`config.mk`:
```
export PLATFORM = sky130hd
export DESIGN_NAME = riscy_mem_port_arbiter
export DESIGN_NICKNAME = d
export VERILOG_FILES = /design/src/rtl/riscy_mem_port_arbiter.sv
export SDC_FILE = /design/constraint.sdc
export NUM_CORES = 1
export LEC_CHECK = 0
export ABC_AREA = 1
export BUFFER_PORTS_ARGS = -buffer_cell sky130_fd_sc_hd__buf_4
export CELL_PAD_IN_SITES_DETAIL_PLACEMENT = 1
export CELL_PAD_IN_SITES_GLOBAL_PLACEMENT = 1
export CORE_MARGIN = 5
export CORE_UTILIZATION = 17
export DETAILED_ROUTE_END_ITERATION = 12
export PLACE_DENSITY = 0.85
export SETUP_SLACK_MARGIN = 0.15
export SLEW_MARGIN = 15
export SYNTH_ARGS = -nofsm -noshare
export SYNTH_HDL_FRONTEND = slang
export SYNTH_SLANG_ARGS = --single-unit
```
`constraint.sdc`:
```
create_clock -name clk_i -period 1.45 [get_ports clk_i]
set_input_delay 0.145 -clock clk_i [delete_from_list [all_inputs] [get_ports clk_i]]
set_output_delay 0.145 -clock clk_i [all_outputs]
set_load 0.005 [all_outputs]
```
`src/rtl/riscy_mem_port_arbiter.sv`:
```
// riscy_mem_port_arbiter: shares one OBI-style memory port between the RI5CY fetch and data ports.
//   clk_i, rst_ni                 clock, asynchronous active-low reset
//   instr_req/addr_i, instr_gnt/rvalid/rdata_o        fetch port
//   data_req/we/be/addr/wdata_i, data_gnt/rvalid/rdata_o  data port
//   mem_req/we/be/addr/wdata_o, mem_gnt/rvalid/rdata_i  shared memory port
//   busy_o   transactions outstanding
//   error_o  sticky: response arrived with nothing outstanding
module riscy_mem_port_arbiter #(
   parameter int MAX_OUTSTANDING = 2,
   parameter bit DATA_PRIORITY   = 1'b0
) (
   input  logic        clk_i,
   input  logic        rst_ni,
   input  logic        instr_req_i,
   input  logic [31:0] instr_addr_i,
   output logic        instr_gnt_o,
   output logic        instr_rvalid_o,
   output logic [31:0] instr_rdata_o,
   input  logic        data_req_i,
   input  logic        data_we_i,
   input  logic [3:0]  data_be_i,
   input  logic [31:0] data_addr_i,
   input  logic [31:0] data_wdata_i,
   output logic        data_gnt_o,
   output logic        data_rvalid_o,
   output logic [31:0] data_rdata_o,
   output logic        mem_req_o,
   output logic        mem_we_o,
   output logic [3:0]  mem_be_o,
   output logic [31:0] mem_addr_o,
   output logic [31:0] mem_wdata_o,
   input  logic        mem_gnt_i,
   input  logic        mem_rvalid_i,
   input  logic [31:0] mem_rdata_i,
   output logic        busy_o,
   output logic        error_o
);
   typedef enum logic {INSTR = 1'b0, DATA = 1'b1} port_e;
   localparam int PW = MAX_OUTSTANDING > 1 ? $clog2(MAX_OUTSTANDING) : 1;
   localparam int CW = $clog2(MAX_OUTSTANDING + 1);
   logic [CW-1:0] count_q, count_d;
   logic [PW-1:0] wptr_q, rptr_q;
   port_e         fifo_q [MAX_OUTSTANDING];
   port_e         last_q, lock_sel_q, winner, head;
   logic          lock_q, error_q, full, accept, pop, sel_data;
   assign full   = count_q == CW'(MAX_OUTSTANDING);
   // Unlocked ties go to the port that did not win last, unless data is prioritised.
   assign winner = lock_q ? lock_sel_q :
                   (instr_req_i & ~data_req_i) ? INSTR :
                   (data_req_i & ~instr_req_i) ? DATA :
                   (DATA_PRIORITY || last_q == INSTR) ? DATA : INSTR;
   assign sel_data = winner == DATA;
   // Every output is forced low while reset is asserted.
   assign mem_req_o   = rst_ni & (instr_req_i | data_req_i) & ~full;
   assign mem_we_o    = rst_ni & sel_data & data_we_i;
   assign mem_be_o    = {4{rst_ni}} & (sel_data ? data_be_i : 4'hF);
   assign mem_addr_o  = {32{rst_ni}} & (sel_data ? data_addr_i : instr_addr_i);
   assign mem_wdata_o = {32{rst_ni}} & (sel_data ? data_wdata_i : 32'h0);
   assign accept      = mem_req_o & mem_gnt_i;
   assign instr_gnt_o = accept & ~sel_data;
   assign data_gnt_o  = accept & sel_data;
   assign head        = fifo_q[rptr_q];
   assign pop         = rst_ni & mem_rvalid_i & (count_q != '0);
   assign instr_rvalid_o = pop & (head == INSTR);
   assign data_rvalid_o  = pop & (head == DATA);
   assign instr_rdata_o  = {32{rst_ni}} & mem_rdata_i;
   assign data_rdata_o   = {32{rst_ni}} & mem_rdata_i;
   assign busy_o  = count_q != '0;
   assign error_o = error_q;
   assign count_d = count_q + CW'(accept) - CW'(pop);
   always_ff @(posedge clk_i or negedge rst_ni) begin
      if (!rst_ni) begin
         count_q    <= '0;
         wptr_q     <= '0;
         rptr_q     <= '0;
         last_q     <= INSTR;
         lock_q     <= 1'b0;
         lock_sel_q <= INSTR;
         error_q    <= 1'b0;
      end else begin
         count_q <= count_d;
         if (accept) begin
            wptr_q <= wptr_q == PW'(MAX_OUTSTANDING - 1) ? '0 : wptr_q + 1'b1;
            last_q <= winner;
         end
         if (pop) rptr_q <= rptr_q == PW'(MAX_OUTSTANDING - 1) ? '0 : rptr_q + 1'b1;
         // Hold an ungranted request on the same port until the memory accepts it.
         if (accept) lock_q <= 1'b0;
         else if (mem_req_o) begin
            lock_q     <= 1'b1;
            lock_sel_q <= winner;
         end
         if (mem_rvalid_i && count_q == '0) error_q <= 1'b1;
      end
   end
   always_ff @(posedge clk_i) begin
      if (accept) fifo_q[wptr_q] <= winner;
   end
endmodule

```
==> impl_metrics.ini <==
[status]
status = complete, but fails checks
violations = negative setup slack

[critical_path]
worst_path_max_delay_cell = dfrtp_1
r2r-start = count_q[1]$_DFF_PN0_
critical_path_arrival_ps = 1610
worstSetupEndpointType = primary output
max_stage_delay_ps = 350
path_cells = inv_2 > or2_4 > buf_6 > buf_16 > nand3_1 > nand2_1 > nor2_2 > buf_4
crit_path_start = lock_q$_DFFE_PN0P_
crit_end = mem_addr_o[1]
worstPathRequired_ps = 1310
crit_type = reg2out
reg2reg_depth = 10
rr_endpoint = count_q[1]$_DFF_PN0_
crit_path_max_fanout = 7
startpoint_type = flip-flop
rrSetupSlack_ps = -100

[clock_network]
root_buffer = clkbuf_16
clock_path_buffers = 2
cts.sink_count = 10
clkLatencyLatePin_ps = 240
cts.clk_slew.worst_paths_ps = 40
htreeDepth = 1
cts_buffers = 3
tritoncts = built

[grt]
overflow = 0
grt_pass1_vias = 3801
track_usage_pct = 14.2
antenna_found_initial = 0
grt_pass1_wl_mm = 17.8
grt_max_degree = 50

[pwr]
p_leak_uw = 0.00319
p_int_uw = 3520
cellPowerDensity_nw_per_um2 = 1160
power_frac_clock_pct = 8.4
swShare_pct = 41.2
seqPwrFrac_pct = 8.3
power.total_uw = 5980
p_sw_uw = 2460
ir_drop_mv = 0.991
p_comb_share_pct = 83.3

[timing]
setup_slack_ps = -302
holdWs_ps = 146
hold_viol = 0
layout_min_cycle_time_ps = 1750
worstMarginPinSlew_ps = 349
rsz0062_at_grt = yes
report.final.setup_viol = 75
slew-limit-headroom_pct = 76.0
fmax_mhz = 571
post-route-period-util_pct = 121
fin_skew_ps = 4.77
tns_ps = -15490
slew_violations = 0

[yosys]
syn_nets = 557
ys_seq_elements = 10
syn_inst = 417
synth_area_um2 = 2210
synth-seq-area-share_pct = 11.8
yosys_warnings = 0
syn_area_per_cell_um2 = 5.30
synth.distinct_cells = 26

[die]
io_pins = 279
dieArea_um2 = 15400
initial_core_util_pct = 17.4
placeableCoreArea_um2 = 12700
die_w_um = 124
die_h_um = 124
num_rows = 41

[routing]
drtAntennaViolNets = 0
vias = 3557
viasPerCell = 4.07
drt-total-wl_mm = 12.9
drtIter0Drc = 85
drc = 0
wl_per_cell_um = 14.8
first_pass_iters = 4

[final_layout]
n_antenna_cell = 0
nets = 844
drive_gt1_share_pct = 59.7
syn2layout_area_growth_pct = 133
final_cell_mix = buf_4, inv_1, nand2_1, nor2_1, buf_6
final_common_cell = buf_4
utilization_pct = 40.6

[placement]
placement.io_buffers = 278
place.gp.congestion = 0.744
dp_hpwl_mm = 9.74

[worst_hold_path]
hp-class = in2reg

[run]
cap_violations = 0
[Yosys cell counts]
master	number	share of area [%]
nand2_4	1	0.51
inv_2	1	0.17
nand4_1	1	0.28
inv_1	108	18
buf_6	4	2.0
xor2_1	2	0.79
o21ai_0	3	0.68
nand2_2	2	0.57
a21oi_2	20	7.9
nand3_1	34	7.7
clkbuf_1	3	0.51
nand2_1	79	13
xnor2_1	1	0.40
edfxtp_1	2	2.7
and2_1	1	0.28
buf_4	38	13
ha_1	1	0.57
a21oi_1	12	2.7
mux2i_1	1	0.45
dfrtp_1	8	9.1
a21o_1	1	0.34
nor2_1	75	13
buf_2	12	2.7
or2_1	1	0.28
nand3b_1	5	1.7
buf_1	1	0.17
[logic make-up after synthesis]
kind of cell	after synthesis	synth area share [%]
AND/OR/NAND/NOR	199	37.5
buffers and inverters	167	36.9
AO/OA/AOI/OAI	36	11.7
flip-flops	10	11.8
XOR/XNOR	3	1.19
multiplexers	1	0.453
adder cells (fa/ha/maj)	1	0.566
[layout make-up]
| type | count | area [um2] |
|---|---|---|
| fill | 1637 | 7520 |
| multi-input combinational | 240 | 1370 |
| clock buffer | 3 | 75.1 |
| sequential | 10 | 260 |
| tap | 172 | 215 |
| timing repair buffer | 340 | 2820 |
| clock inverter | 1 | 3.75 |
| inverter | 109 | 412 |
[critical path, delay by kind of cell (launching register included)]
kind	cells	cell delay (ps)
buffers and inverters	4	460
flip-flops	1	350
AND/OR/NAND/NOR	4	540
[through the flow]
step,setup slack [ps],instances,instance area [um2]
after detailed placement,-86.1,845,4450
after global routing,-392,875,5150
after CTS,-263,867,4900
final,-302,875,5150
after global placement,-24.2,845,4450
after floorplan,-47.0,417,2220
[flip-flops by register name (all words and copies together), names as in the netlist]
name / cells
lock_q: 1
lock_sel_q: 1
wptr_q: 1
last_q: 1
count_q: 2
rptr_q: 1
fifo_q: 2
error_o: 1
[how the worst min path moves through the flow]
stage	from	to	slack [ps]	depth (start not counted)
floorplan	rst_ni	count_q[0]$_DFF_PN0_	-150	0
global placement	rst_ni	error_o$_DFFE_PN0P_	200	2
detailed placement	rst_ni	error_o$_DFFE_PN0P_	200	2
CTS	mem_rvalid_i	error_o$_DFFE_PN0P_	140	2
global route	mem_rvalid_i	error_o$_DFFE_PN0P_	160	2
finish	mem_rvalid_i	error_o$_DFFE_PN0P_	150	2
[power by group through the flow]
stage	sequential (uW)	combinational [uW]	clock, uW
after global routing	511	5410	530
after floorplan	462	1830	0
after CTS	484	4530	510
after global placement	472	3600	0
after detailed placement	480	3690	0
final	497	4980	499
[layer usage]
layer  GRT usage [%]  up-vias  routed length [um]
met5               0        -                   0
met4            1.85        0                 117
met3            3.91        8                1300
met2            29.1      153                7200
met1            14.5     1649                4310
li1                -     1747                   -
[what timing repair did]
item,in CTS,in global routing
gates resized for setup,50,42
cloned,3,3
setup endpoints to repair,76,81
hold buffers,2,0
pin swaps,7,12
hold endpoints to repair,8,0
setup buffers,14,5
No activity file was read; power rests on OpenSTA's default activity.
